`src/rtl/sc_pose_pkg.sv`:
```
// Shared definitions for the pose integrator: angle constants in Q15,
// FSM state encoding and signed-magnitude <-> two's complement helpers.
package sc_pose_pkg;

    localparam logic signed [31:0] TWO_PI_Q15        = 32'sd205887;
    localparam logic signed [31:0] PI_Q15            = 32'sd102944;
    localparam logic signed [31:0] HALF_PI_Q15       = 32'sd51472;
    localparam logic signed [31:0] THREE_HALF_PI_Q15 = 32'sd154416;

    typedef enum logic [2:0] {
        ST_IDLE  = 3'd0,
        ST_MUL_X = 3'd1,
        ST_MUL_Y = 3'd2,
        ST_MUL_W = 3'd3,
        ST_WRAP  = 3'd4,
        ST_DONE  = 3'd5
    } state_e;

    // Negative zero (0x80000000) maps to plain 0.
    function automatic logic signed [31:0] sm_to_tc(input logic [31:0] sm);
        logic signed [31:0] mag;
        mag = $signed({1'b0, sm[30:0]});
        if (sm[31]) begin
            sm_to_tc = -mag;
        end else begin
            sm_to_tc = mag;
        end
    endfunction

    // Input is bounded to +/-0x7FFFFFFF, so negation never overflows;
    // zero always comes out as 0x00000000.
    function automatic logic [31:0] tc_to_sm(input logic signed [31:0] tc);
        logic signed [31:0] neg;
        neg = -tc;
        if (tc < 32'sd0) begin
            tc_to_sm = {1'b1, neg[30:0]};
        end else begin
            tc_to_sm = $unsigned(tc);
        end
    endfunction

endpackage

```
`src/rtl/sc_sm_mulshift.sv`:
```
// Combinational v*dt >> Q. The multiply is done on magnitudes so the
// shift truncates toward zero, then the sign of v is restored.
module sc_sm_mulshift #(
    parameter int N_WIDTH = 32,
    parameter int Q_WIDTH = 15
) (
    input  logic signed [N_WIDTH-1:0]   v_i,
    input  logic        [N_WIDTH-2:0]   dt_i,
    output logic signed [2*N_WIDTH-1:0] p_o
);
    logic [N_WIDTH-1:0]   v_mag_s;
    logic [2*N_WIDTH-1:0] prod_s;
    logic [2*N_WIDTH-1:0] shr_s;

    // magnitude multiply, shift, re-apply sign
    always_comb begin
        if (v_i[N_WIDTH-1]) begin
            v_mag_s = $unsigned(-v_i);
        end else begin
            v_mag_s = $unsigned(v_i);
        end
        prod_s = {{N_WIDTH{1'b0}}, v_mag_s} * {{(N_WIDTH+1){1'b0}}, dt_i};
        shr_s  = prod_s >> Q_WIDTH;
        if (v_i[N_WIDTH-1]) begin
            p_o = -$signed(shr_s);
        end else begin
            p_o = $signed(shr_s);
        end
    end

endmodule

```
`src/rtl/sc_pose_integrator.sv`:
```
// Pose integrator: x += vx*dt, y += vy*dt, theta = wrap(theta + wz*dt)
// using one shared multiplier over a fixed 5-cycle update.
// Optional quadrant fold of theta: define SC_POSE_INTEGRATOR_QUADRANT_FOLD_EN.
module sc_pose_integrator
    import sc_pose_pkg::*;
#(
    parameter int N_WIDTH = 32,
    parameter int Q_WIDTH = 15
) (
    input  logic               SC_POSE_INTEGRATOR_CLOCK_50,
    input  logic               SC_POSE_INTEGRATOR_RESET_InLow,
    input  logic               SC_POSE_INTEGRATOR_VALID_In,
    input  logic               SC_POSE_INTEGRATOR_CLEAR_In,
    input  logic [N_WIDTH-1:0] SC_POSE_INTEGRATOR_VX_InBus,
    input  logic [N_WIDTH-1:0] SC_POSE_INTEGRATOR_VY_InBus,
    input  logic [N_WIDTH-1:0] SC_POSE_INTEGRATOR_WZ_InBus,
    input  logic [N_WIDTH-1:0] SC_POSE_INTEGRATOR_DT_InBus,
    output logic [N_WIDTH-1:0] SC_POSE_INTEGRATOR_X_OutBus,
    output logic [N_WIDTH-1:0] SC_POSE_INTEGRATOR_Y_OutBus,
    output logic [N_WIDTH-1:0] SC_POSE_INTEGRATOR_THETA_OutBus,
    output logic [N_WIDTH-1:0] SC_POSE_INTEGRATOR_THETA_FOLD_OutBus,
    output logic [1:0]         SC_POSE_INTEGRATOR_QUADRANT_OutBus,
    output logic               SC_POSE_INTEGRATOR_BUSY_Out,
    output logic               SC_POSE_INTEGRATOR_DONE_Out,
    output logic               SC_POSE_INTEGRATOR_OVERFLOW_Out
);
    localparam logic signed [2*N_WIDTH-1:0] SAT_MAX   = {{(N_WIDTH+1){1'b0}}, {(N_WIDTH-1){1'b1}}};
    localparam logic signed [2*N_WIDTH-1:0] SAT_MIN   = -SAT_MAX;
    localparam logic signed [2*N_WIDTH-1:0] TWO_PI_W  = {{N_WIDTH{1'b0}}, TWO_PI_Q15};

    state_e state_q, state_d;
    logic busy_d, done_d;

    logic signed [N_WIDTH-1:0]   vx_q, vy_q, wz_q;
    logic        [N_WIDTH-2:0]   dt_q;
    logic signed [N_WIDTH-1:0]   x_acc_q, y_acc_q, th_acc_q;
    logic signed [2*N_WIDTH-1:0] th_raw_q;
    logic                        ovf_acc_q, pend_q, pend_d;
    logic [N_WIDTH-1:0]          x_q, y_q, th_q, fold_q;
    logic [1:0]                  quad_q;
    logic                        busy_q, done_q, ovf_q;

    logic signed [N_WIDTH-1:0]   mul_op_s, acc_sel_s, sat_s, th_wrap_n_s;
    logic signed [2*N_WIDTH-1:0] prod_s, sum_s, th_raw_d, th_wrap_s;
    logic                        sat_ovf_s;
    logic [N_WIDTH-1:0]          fold_s;
    logic [1:0]                  quad_s;
    logic                        accept_s, clr_idle_s, discard_s;
    logic                        unused_s;

    assign unused_s = ^{SC_POSE_INTEGRATOR_DT_InBus[N_WIDTH-1], th_wrap_s[2*N_WIDTH-1:N_WIDTH]};

    assign accept_s   = (state_q == ST_IDLE) && SC_POSE_INTEGRATOR_VALID_In
                        && !SC_POSE_INTEGRATOR_CLEAR_In && !pend_q;
    assign clr_idle_s = (state_q == ST_IDLE) && (SC_POSE_INTEGRATOR_CLEAR_In || pend_q);
    assign discard_s  = (state_q == ST_WRAP) && (SC_POSE_INTEGRATOR_CLEAR_In || pend_q);

    sc_sm_mulshift #(.N_WIDTH(N_WIDTH), .Q_WIDTH(Q_WIDTH)) u_mul (
        .v_i  (mul_op_s),
        .dt_i (dt_q),
        .p_o  (prod_s)
    );

    // operand mux, saturating x/y add and theta wrap
    always_comb begin
        case (state_q)
            ST_MUL_X: mul_op_s = vx_q;
            ST_MUL_Y: mul_op_s = vy_q;
            ST_MUL_W: mul_op_s = wz_q;
            default:  mul_op_s = {N_WIDTH{1'b0}};
        endcase
        if (state_q == ST_MUL_Y) begin
            acc_sel_s = y_acc_q;
        end else begin
            acc_sel_s = x_acc_q;
        end
        sum_s = {{N_WIDTH{acc_sel_s[N_WIDTH-1]}}, acc_sel_s} + prod_s;
        if (sum_s > SAT_MAX) begin
            sat_s     = SAT_MAX[N_WIDTH-1:0];
            sat_ovf_s = 1'b1;
        end else if (sum_s < SAT_MIN) begin
            sat_s     = SAT_MIN[N_WIDTH-1:0];
            sat_ovf_s = 1'b1;
        end else begin
            sat_s     = sum_s[N_WIDTH-1:0];
            sat_ovf_s = 1'b0;
        end
        th_raw_d = {{N_WIDTH{th_acc_q[N_WIDTH-1]}}, th_acc_q} + prod_s;
        if (th_raw_q[2*N_WIDTH-1]) begin
            th_wrap_s = th_raw_q + TWO_PI_W;
        end else if (th_raw_q >= TWO_PI_W) begin
            th_wrap_s = th_raw_q - TWO_PI_W;
        end else begin
            th_wrap_s = th_raw_q;
        end
        th_wrap_n_s = th_wrap_s[N_WIDTH-1:0];
    end

`ifdef SC_POSE_INTEGRATOR_QUADRANT_FOLD_EN
    // quadrant classification and fold of the wrapped theta
    always_comb begin
        if (th_wrap_n_s < HALF_PI_Q15) begin
            quad_s = 2'd0;
            fold_s = $unsigned(th_wrap_n_s);
        end else if (th_wrap_n_s < PI_Q15) begin
            quad_s = 2'd1;
            fold_s = $unsigned(th_wrap_n_s - HALF_PI_Q15);
        end else if (th_wrap_n_s < THREE_HALF_PI_Q15) begin
            quad_s = 2'd2;
            fold_s = $unsigned(th_wrap_n_s - PI_Q15);
        end else begin
            quad_s = 2'd3;
            fold_s = $unsigned(th_wrap_n_s - THREE_HALF_PI_Q15);
        end
    end
`else
    assign quad_s = 2'd0;
    assign fold_s = {N_WIDTH{1'b0}};
`endif

    // FSM state register
    always_ff @(posedge SC_POSE_INTEGRATOR_CLOCK_50 or negedge SC_POSE_INTEGRATOR_RESET_InLow) begin
        if (!SC_POSE_INTEGRATOR_RESET_InLow) begin
            state_q <= ST_IDLE;
        end else begin
            state_q <= state_d;
        end
    end

    // FSM next state: fixed walk through the three multiplies, wrap and done
    always_comb begin
        state_d = ST_IDLE;
        case (state_q)
            ST_IDLE:  state_d = accept_s ? ST_MUL_X : ST_IDLE;
            ST_MUL_X: state_d = ST_MUL_Y;
            ST_MUL_Y: state_d = ST_MUL_W;
            ST_MUL_W: state_d = ST_WRAP;
            ST_WRAP:  state_d = ST_DONE;
            ST_DONE:  state_d = ST_IDLE;
            default:  state_d = ST_IDLE;
        endcase
    end

    // FSM outputs and pending-clear tracking, computed one state ahead so they register cleanly
    always_comb begin
        busy_d = (state_d != ST_IDLE);
        done_d = (state_d == ST_DONE);
        if (clr_idle_s || (state_q == ST_WRAP)) begin
            pend_d = 1'b0;
        end else if ((state_q != ST_IDLE) && SC_POSE_INTEGRATOR_CLEAR_In) begin
            pend_d = 1'b1;
        end else begin
            pend_d = pend_q;
        end
    end

    // datapath: sample latch, accumulators and output registers
    always_ff @(posedge SC_POSE_INTEGRATOR_CLOCK_50 or negedge SC_POSE_INTEGRATOR_RESET_InLow) begin
        if (!SC_POSE_INTEGRATOR_RESET_InLow) begin
            vx_q <= '0; vy_q <= '0; wz_q <= '0; dt_q <= '0;
            x_acc_q <= '0; y_acc_q <= '0; th_acc_q <= '0; th_raw_q <= '0;
            ovf_acc_q <= 1'b0; pend_q <= 1'b0;
            x_q <= '0; y_q <= '0; th_q <= '0; fold_q <= '0; quad_q <= 2'd0;
            busy_q <= 1'b0; done_q <= 1'b0; ovf_q <= 1'b0;
        end else begin
            busy_q <= busy_d;
            done_q <= done_d;
            pend_q <= pend_d;
            if (clr_idle_s || discard_s) begin
                x_acc_q <= '0; y_acc_q <= '0; th_acc_q <= '0; th_raw_q <= '0;
                ovf_acc_q <= 1'b0;
                x_q <= '0; y_q <= '0; th_q <= '0; fold_q <= '0; quad_q <= 2'd0;
                ovf_q <= 1'b0;
            end else begin
                if (accept_s) begin
                    vx_q <= sm_to_tc(SC_POSE_INTEGRATOR_VX_InBus);
                    vy_q <= sm_to_tc(SC_POSE_INTEGRATOR_VY_InBus);
                    wz_q <= sm_to_tc(SC_POSE_INTEGRATOR_WZ_InBus);
                    dt_q <= SC_POSE_INTEGRATOR_DT_InBus[N_WIDTH-2:0];
                end
                if (state_q == ST_MUL_X) begin
                    x_acc_q   <= sat_s;
                    ovf_acc_q <= ovf_acc_q | sat_ovf_s;
                end
                if (state_q == ST_MUL_Y) begin
                    y_acc_q   <= sat_s;
                    ovf_acc_q <= ovf_acc_q | sat_ovf_s;
                end
                if (state_q == ST_MUL_W) begin
                    th_raw_q <= th_raw_d;
                end
                if (state_q == ST_WRAP) begin
                    th_acc_q <= th_wrap_n_s;
                    x_q      <= tc_to_sm(x_acc_q);
                    y_q      <= tc_to_sm(y_acc_q);
                    th_q     <= tc_to_sm(th_wrap_n_s);
                    fold_q   <= fold_s;
                    quad_q   <= quad_s;
                    ovf_q    <= ovf_acc_q;
                end
            end
        end
    end

    assign SC_POSE_INTEGRATOR_X_OutBus          = x_q;
    assign SC_POSE_INTEGRATOR_Y_OutBus          = y_q;
    assign SC_POSE_INTEGRATOR_THETA_OutBus      = th_q;
    assign SC_POSE_INTEGRATOR_THETA_FOLD_OutBus = fold_q;
    assign SC_POSE_INTEGRATOR_QUADRANT_OutBus   = quad_q;
    assign SC_POSE_INTEGRATOR_BUSY_Out          = busy_q;
    assign SC_POSE_INTEGRATOR_DONE_Out          = done_q;
    assign SC_POSE_INTEGRATOR_OVERFLOW_Out      = ovf_q;

endmodule

```
`config.mk`:
```
export PLATFORM = sky130hd
export DESIGN_NAME = sc_pose_integrator
export DESIGN_NICKNAME = d
export VERILOG_FILES = /design/src/rtl/sc_pose_pkg.sv /design/src/rtl/sc_sm_mulshift.sv /design/src/rtl/sc_pose_integrator.sv
export SDC_FILE = /design/constraint.sdc
export NUM_CORES = 2
export LEC_CHECK = 0
export BUFFER_PORTS_ARGS = -buffer_cell sky130_fd_sc_hd__buf_2
export CORE_MARGIN = 4
export CORE_UTILIZATION = 55
export CTS_BUF_LIST = sky130_fd_sc_hd__clkbuf_8
export DETAILED_ROUTE_END_ITERATION = 7
export PLACE_DENSITY = 0.84
export SLEW_MARGIN = 10
export SYNTH_ARGS = -nofsm -noshare
export SYNTH_HDL_FRONTEND = slang
export SYNTH_SLANG_ARGS = --single-unit
```
`constraint.sdc`:
```
create_clock -name SC_POSE_INTEGRATOR_CLOCK_50 -period 29.9 [get_ports SC_POSE_INTEGRATOR_CLOCK_50]
set_input_delay 5.98 -clock SC_POSE_INTEGRATOR_CLOCK_50 [delete_from_list [all_inputs] [get_ports SC_POSE_INTEGRATOR_CLOCK_50]]
set_output_delay 5.98 -clock SC_POSE_INTEGRATOR_CLOCK_50 [all_outputs]
set_load 0.05 [all_outputs]
```
==> reports/results.env <==
YS_DOMINANT_REG_CELL='sky130_fd_sc_hd__dfrtp_1'
SYNTHCELLS=7260
SYNTH_ASYNC_SR_FLOP_SHARE_PCT=100
OUTCOME='complete, no violations'
FINAL_LAYOUT_SIZE_SUFFIX_GT1_SHARE_PCT=7.95
WIRE_PER_INST_UM=19.4
LAYOUT_COMMON_CELLS='sky130_fd_sc_hd__nand2_1 (1,161), sky130_fd_sc_hd__inv_1 (975), sky130_fd_sc_hd__fa_1 (867), sky130_fd_sc_hd__o21ai_0 (505), sky130_fd_sc_hd__and2_1 (484)'
TOP_LAYER_USED='met5'
NUMCLOCKSINKS=389
FIN_TNS_SETUP_NS=0
SETUP.WORST_PATH.START_CLASS='flop'
PLACE.PORT_BUFFERS=229
FIN_NETS=8632
HPWL_UM=134000
CLOCK_LATENCY_NS=0.74
SYNTH.YOSYS.SEQ_AREA_SHARE_PCT=15.8
SYN2LAYOUT_AREA_GROWTH_PCT=6.14
TRITONCTS='built'
CRITICAL-PATH-TOP-CELL-BY-COUNT='sky130_fd_sc_hd__fa_1'
WL_MET1_UM=67500
GR-USAGE-ALL-LAYERS_PCT=29.5
DETAIL-ROUTE-ANTENNA-NETS=0
TIMING.FINAL.HOLD_VIOLATIONS=0
POSTSYNTHAREAPERCELL_UM2=8.50
CRIT-REG2REG-LAUNCH='state_q[1]$_DFF_PN0_'
LARGEST_NET_DEGREE_AT_THE_START_OF_GLOBAL_ROUTING=105
NUM_CTS_BUFFERS=72
DIE-AREA_MM2=0.118
FILLERINSTANCES=9449
WORST_SETUP_ENDPOINT='x_acc_q[26]$_DFFE_PN0P_'
CORE_REGION_AREA_MM2=0.111
DRC=0
POST-CTS-SETUP-BUFFERS=0
YOSYSWARNINGS=0
DIE_WIDTH_UM=343
CP-STARTPOINT='state_q[1]$_DFF_PN0_'
SYN_AREA_MM2=0.0617
SYNTH-SEQ-CELLS=389
RSZ0062_AT_GRT='false'
ROUTE.MET3.WL_UM=13800
TIMING.FINAL.CRIT_SHARE_PCT=63.0
WORSTPATHARRIVAL_NS=19.42
VIA_PER_INST=5.91
SLOWEST_DELAY_NS=0.87
PATH_MAX_FANOUT=35
CLOCK_SKEW_NS=0.0362
CRITICAL-PATH-SLOWEST-CELL='sky130_fd_sc_hd__nor4_1'
DETAIL_ROUTE.WIRELENGTH_UM=170000
SYNTH_CELL_TYPES=99
WORST_PIN_SLEW_NS=1.31
FIRST_GLOBAL_VIAS=54300
WORST-R2R-SETUP-SLACK_NS=11.07
CTS.PATH.MAX_BUFFERS=3
WORST-R2R-CELL-COUNT=58
START_UTIL_PCT=55.6
WEIGHTED_CONGESTION_REPORTED_AT_THE_END_OF_ROUTABILITY_DRIVEN_PLACEMENT=0.968
POSTCTSHOLDBUFS=0
GRT-OVFL-TOTAL=0
SYNTH-EDFF-COUNT=0
SETUP_VIOL=0
WORST_R2R_ENDPOINT='x_acc_q[26]$_DFFE_PN0P_'
RESIZED_GATES_AFTER_CTS=0
FIN_CRIT_NS=18.83
DIEHEIGHT_UM=343
DETAILEDROUTE.FIRSTPASSITERATIONCOUNT=7
VIAS=52000
NUM_IO_PINS=265
CRITPATHREQUIREDTIME_NS=30.49
CLK_TRANSITION_REPORTED_PATHS_NS=0.06
WORSTSETUPENDPOINTTYPE='flop'
MAX_CAP_VIOL_COUNT=0
GRT_PASS1_WL_UM=281000
MAX_FREQUENCY_MHz=53.1
DRT_ITER0_DRC=4520
MAX_SLEW_MARGIN_PCT=12.8
ANTENNA_FOUND_INITIAL=10
WL_MET2_UM=81700
WORST_HOLD_PATH_TYPE='reg2reg'
CTS.HTREE.LEVELS=3
CRITICALPATHCATEGORY='reg2reg'
FINAL_COMMON_CELL='sky130_fd_sc_hd__nand2_1'
ROWS=122
TIMING.FINAL.MAX_SLEW_VIOLATIONS=0
CLOCK_TREE.ROOT_CELL='sky130_fd_sc_hd__clkbuf_8'
[metrics by stage]
stage	instances	util, %	worst slack, ns	instance area (µm²)	hold slack, ns
final	8794	59.0	11.07	65500	0.471
after global routing	8791	59.0	10.05	65500	0.499
after CTS	8787	59.0	10.96	65500	0.478
after detailed placement	8658	57.6	11.04	64000	0.465
after global placement	8658	57.6	11.21	64000	0.454
after floorplan	7293	-	14.45	61800	0.442
[sequential cells by signal, summed over array words and instances, names as in the netlist]
register	flops
pend_q	1
y_acc_q	32
SC_POSE_INTEGRATOR_DONE_Out	1
ovf_acc_q	1
wz_q	32
SC_POSE_INTEGRATOR_THETA_OutBus	30
SC_POSE_INTEGRATOR_OVERFLOW_Out	1
vy_q	32
dt_q	31
th_acc_q	32
SC_POSE_INTEGRATOR_Y_OutBus	32
vx_q	32
state_q	3
th_raw_q	64
x_acc_q	32
SC_POSE_INTEGRATOR_X_OutBus	32
SC_POSE_INTEGRATOR_BUSY_Out	1
[logic make-up after synthesis]
logic type / synth area share, %
AO/OA/AOI/OAI: 13.5
XOR/XNOR: 6.21
adder cells (fa/ha/maj): 36.0
buffers and inverters: 8.81
flip-flops: 15.8
multiplexers: 1.41
other: 0.00608
AND/OR/NAND/NOR: 18.3
[per-layer routing]
layer	global-route usage (%)	vias to the layer above
met2	48.9	2282
met3	5.58	513
met4	11.8	12
met1	38.2	25900
li1	-	23300
met5	0	-
[Yosys cell counts (all sizes together) (9+ instances only)]
master	n	area, µm²
a211o	11	96.3
a211oi	15	118
a21boi	18	135
a21o	121	908
a21oi	320	1620
a22o	35	307
a22oi	33	248
a31oi	35	219
a41oi	13	133
and2	485	3030
and3	24	150
buf	58	409
clkbuf	381	1430
dfrtp	389	9730
fa	867	17400
ha	389	4870
inv	958	3600
mux2	64	721
mux2i	15	150
nand2	1163	4370
nand2b	47	294
nand3	55	275
nand4	60	375
nor2	231	867
nor2b	35	219
nor3	61	305
nor3b	9	78.8
nor4	34	219
nor4b	9	121
o211ai	19	161
o21a	26	195
o21ai	511	2560
o21bai	37	278
o31ai	54	433
o41ai	30	270
or2	20	125
or3	58	363
or4	33	248
xnor2	183	1610
xor2	253	2220
[worst max-delay path, delay by kind of cell (launching register included)]
| family | cells | cell delay, ns |
|---|---|---|
| AND/OR/NAND/NOR | 26 | 7.29 |
| adder cells (fa/ha/maj) | 10 | 5.03 |
| AO/OA/AOI/OAI | 10 | 3.10 |
| buffers and inverters | 8 | 1.69 |
| XOR/XNOR | 4 | 0.96 |
| flip-flops | 1 | 0.47 |
[worst min-delay path by stage]
| stage | start | slack [ns] | cells after the start | to |
|---|---|---|---|---|
| floorplan | th_raw_q[50]$_DFFE_PN0P_ | 0.44 | 2 | th_raw_q[50]$_DFFE_PN0P_ |
| global placement | vy_q[8]$_DFFE_PN0P_ | 0.45 | 2 | vy_q[8]$_DFFE_PN0P_ |
| detailed placement | SC_POSE_INTEGRATOR_THETA_OutBus[5]$_DFFE_PN0P_ | 0.46 | 2 | SC_POSE_INTEGRATOR_THETA_OutBus[5]$_DFFE_PN0P_ |
| CTS | SC_POSE_INTEGRATOR_Y_OutBus[10]$_DFFE_PN0P_ | 0.48 | 2 | SC_POSE_INTEGRATOR_Y_OutBus[10]$_DFFE_PN0P_ |
| global route | wz_q[11]$_DFFE_PN0P_ | 0.50 | 2 | wz_q[11]$_DFFE_PN0P_ |
| finish | SC_POSE_INTEGRATOR_THETA_OutBus[5]$_DFFE_PN0P_ | 0.47 | 2 | SC_POSE_INTEGRATOR_THETA_OutBus[5]$_DFFE_PN0P_ |
[final cells by class]
cell class | count | area (µm²) | area share (%)
diodes | 7 | 17.5 | 0.0267
clock buffers | 88 | 1210 | 1.85
well taps | 1488 | 1860 | 2.84
multi-input cells | 5506 | 47000 | 71.7
flip-flops and latches | 389 | 9740 | 14.9
clock inverters | 41 | 288 | 0.439
repair buffers | 316 | 1810 | 2.76
inverters | 959 | 3600 | 5.50
Power is not shown: default switching activity piles up to over one toggle a cycle in this logic, so the estimate is an artifact.
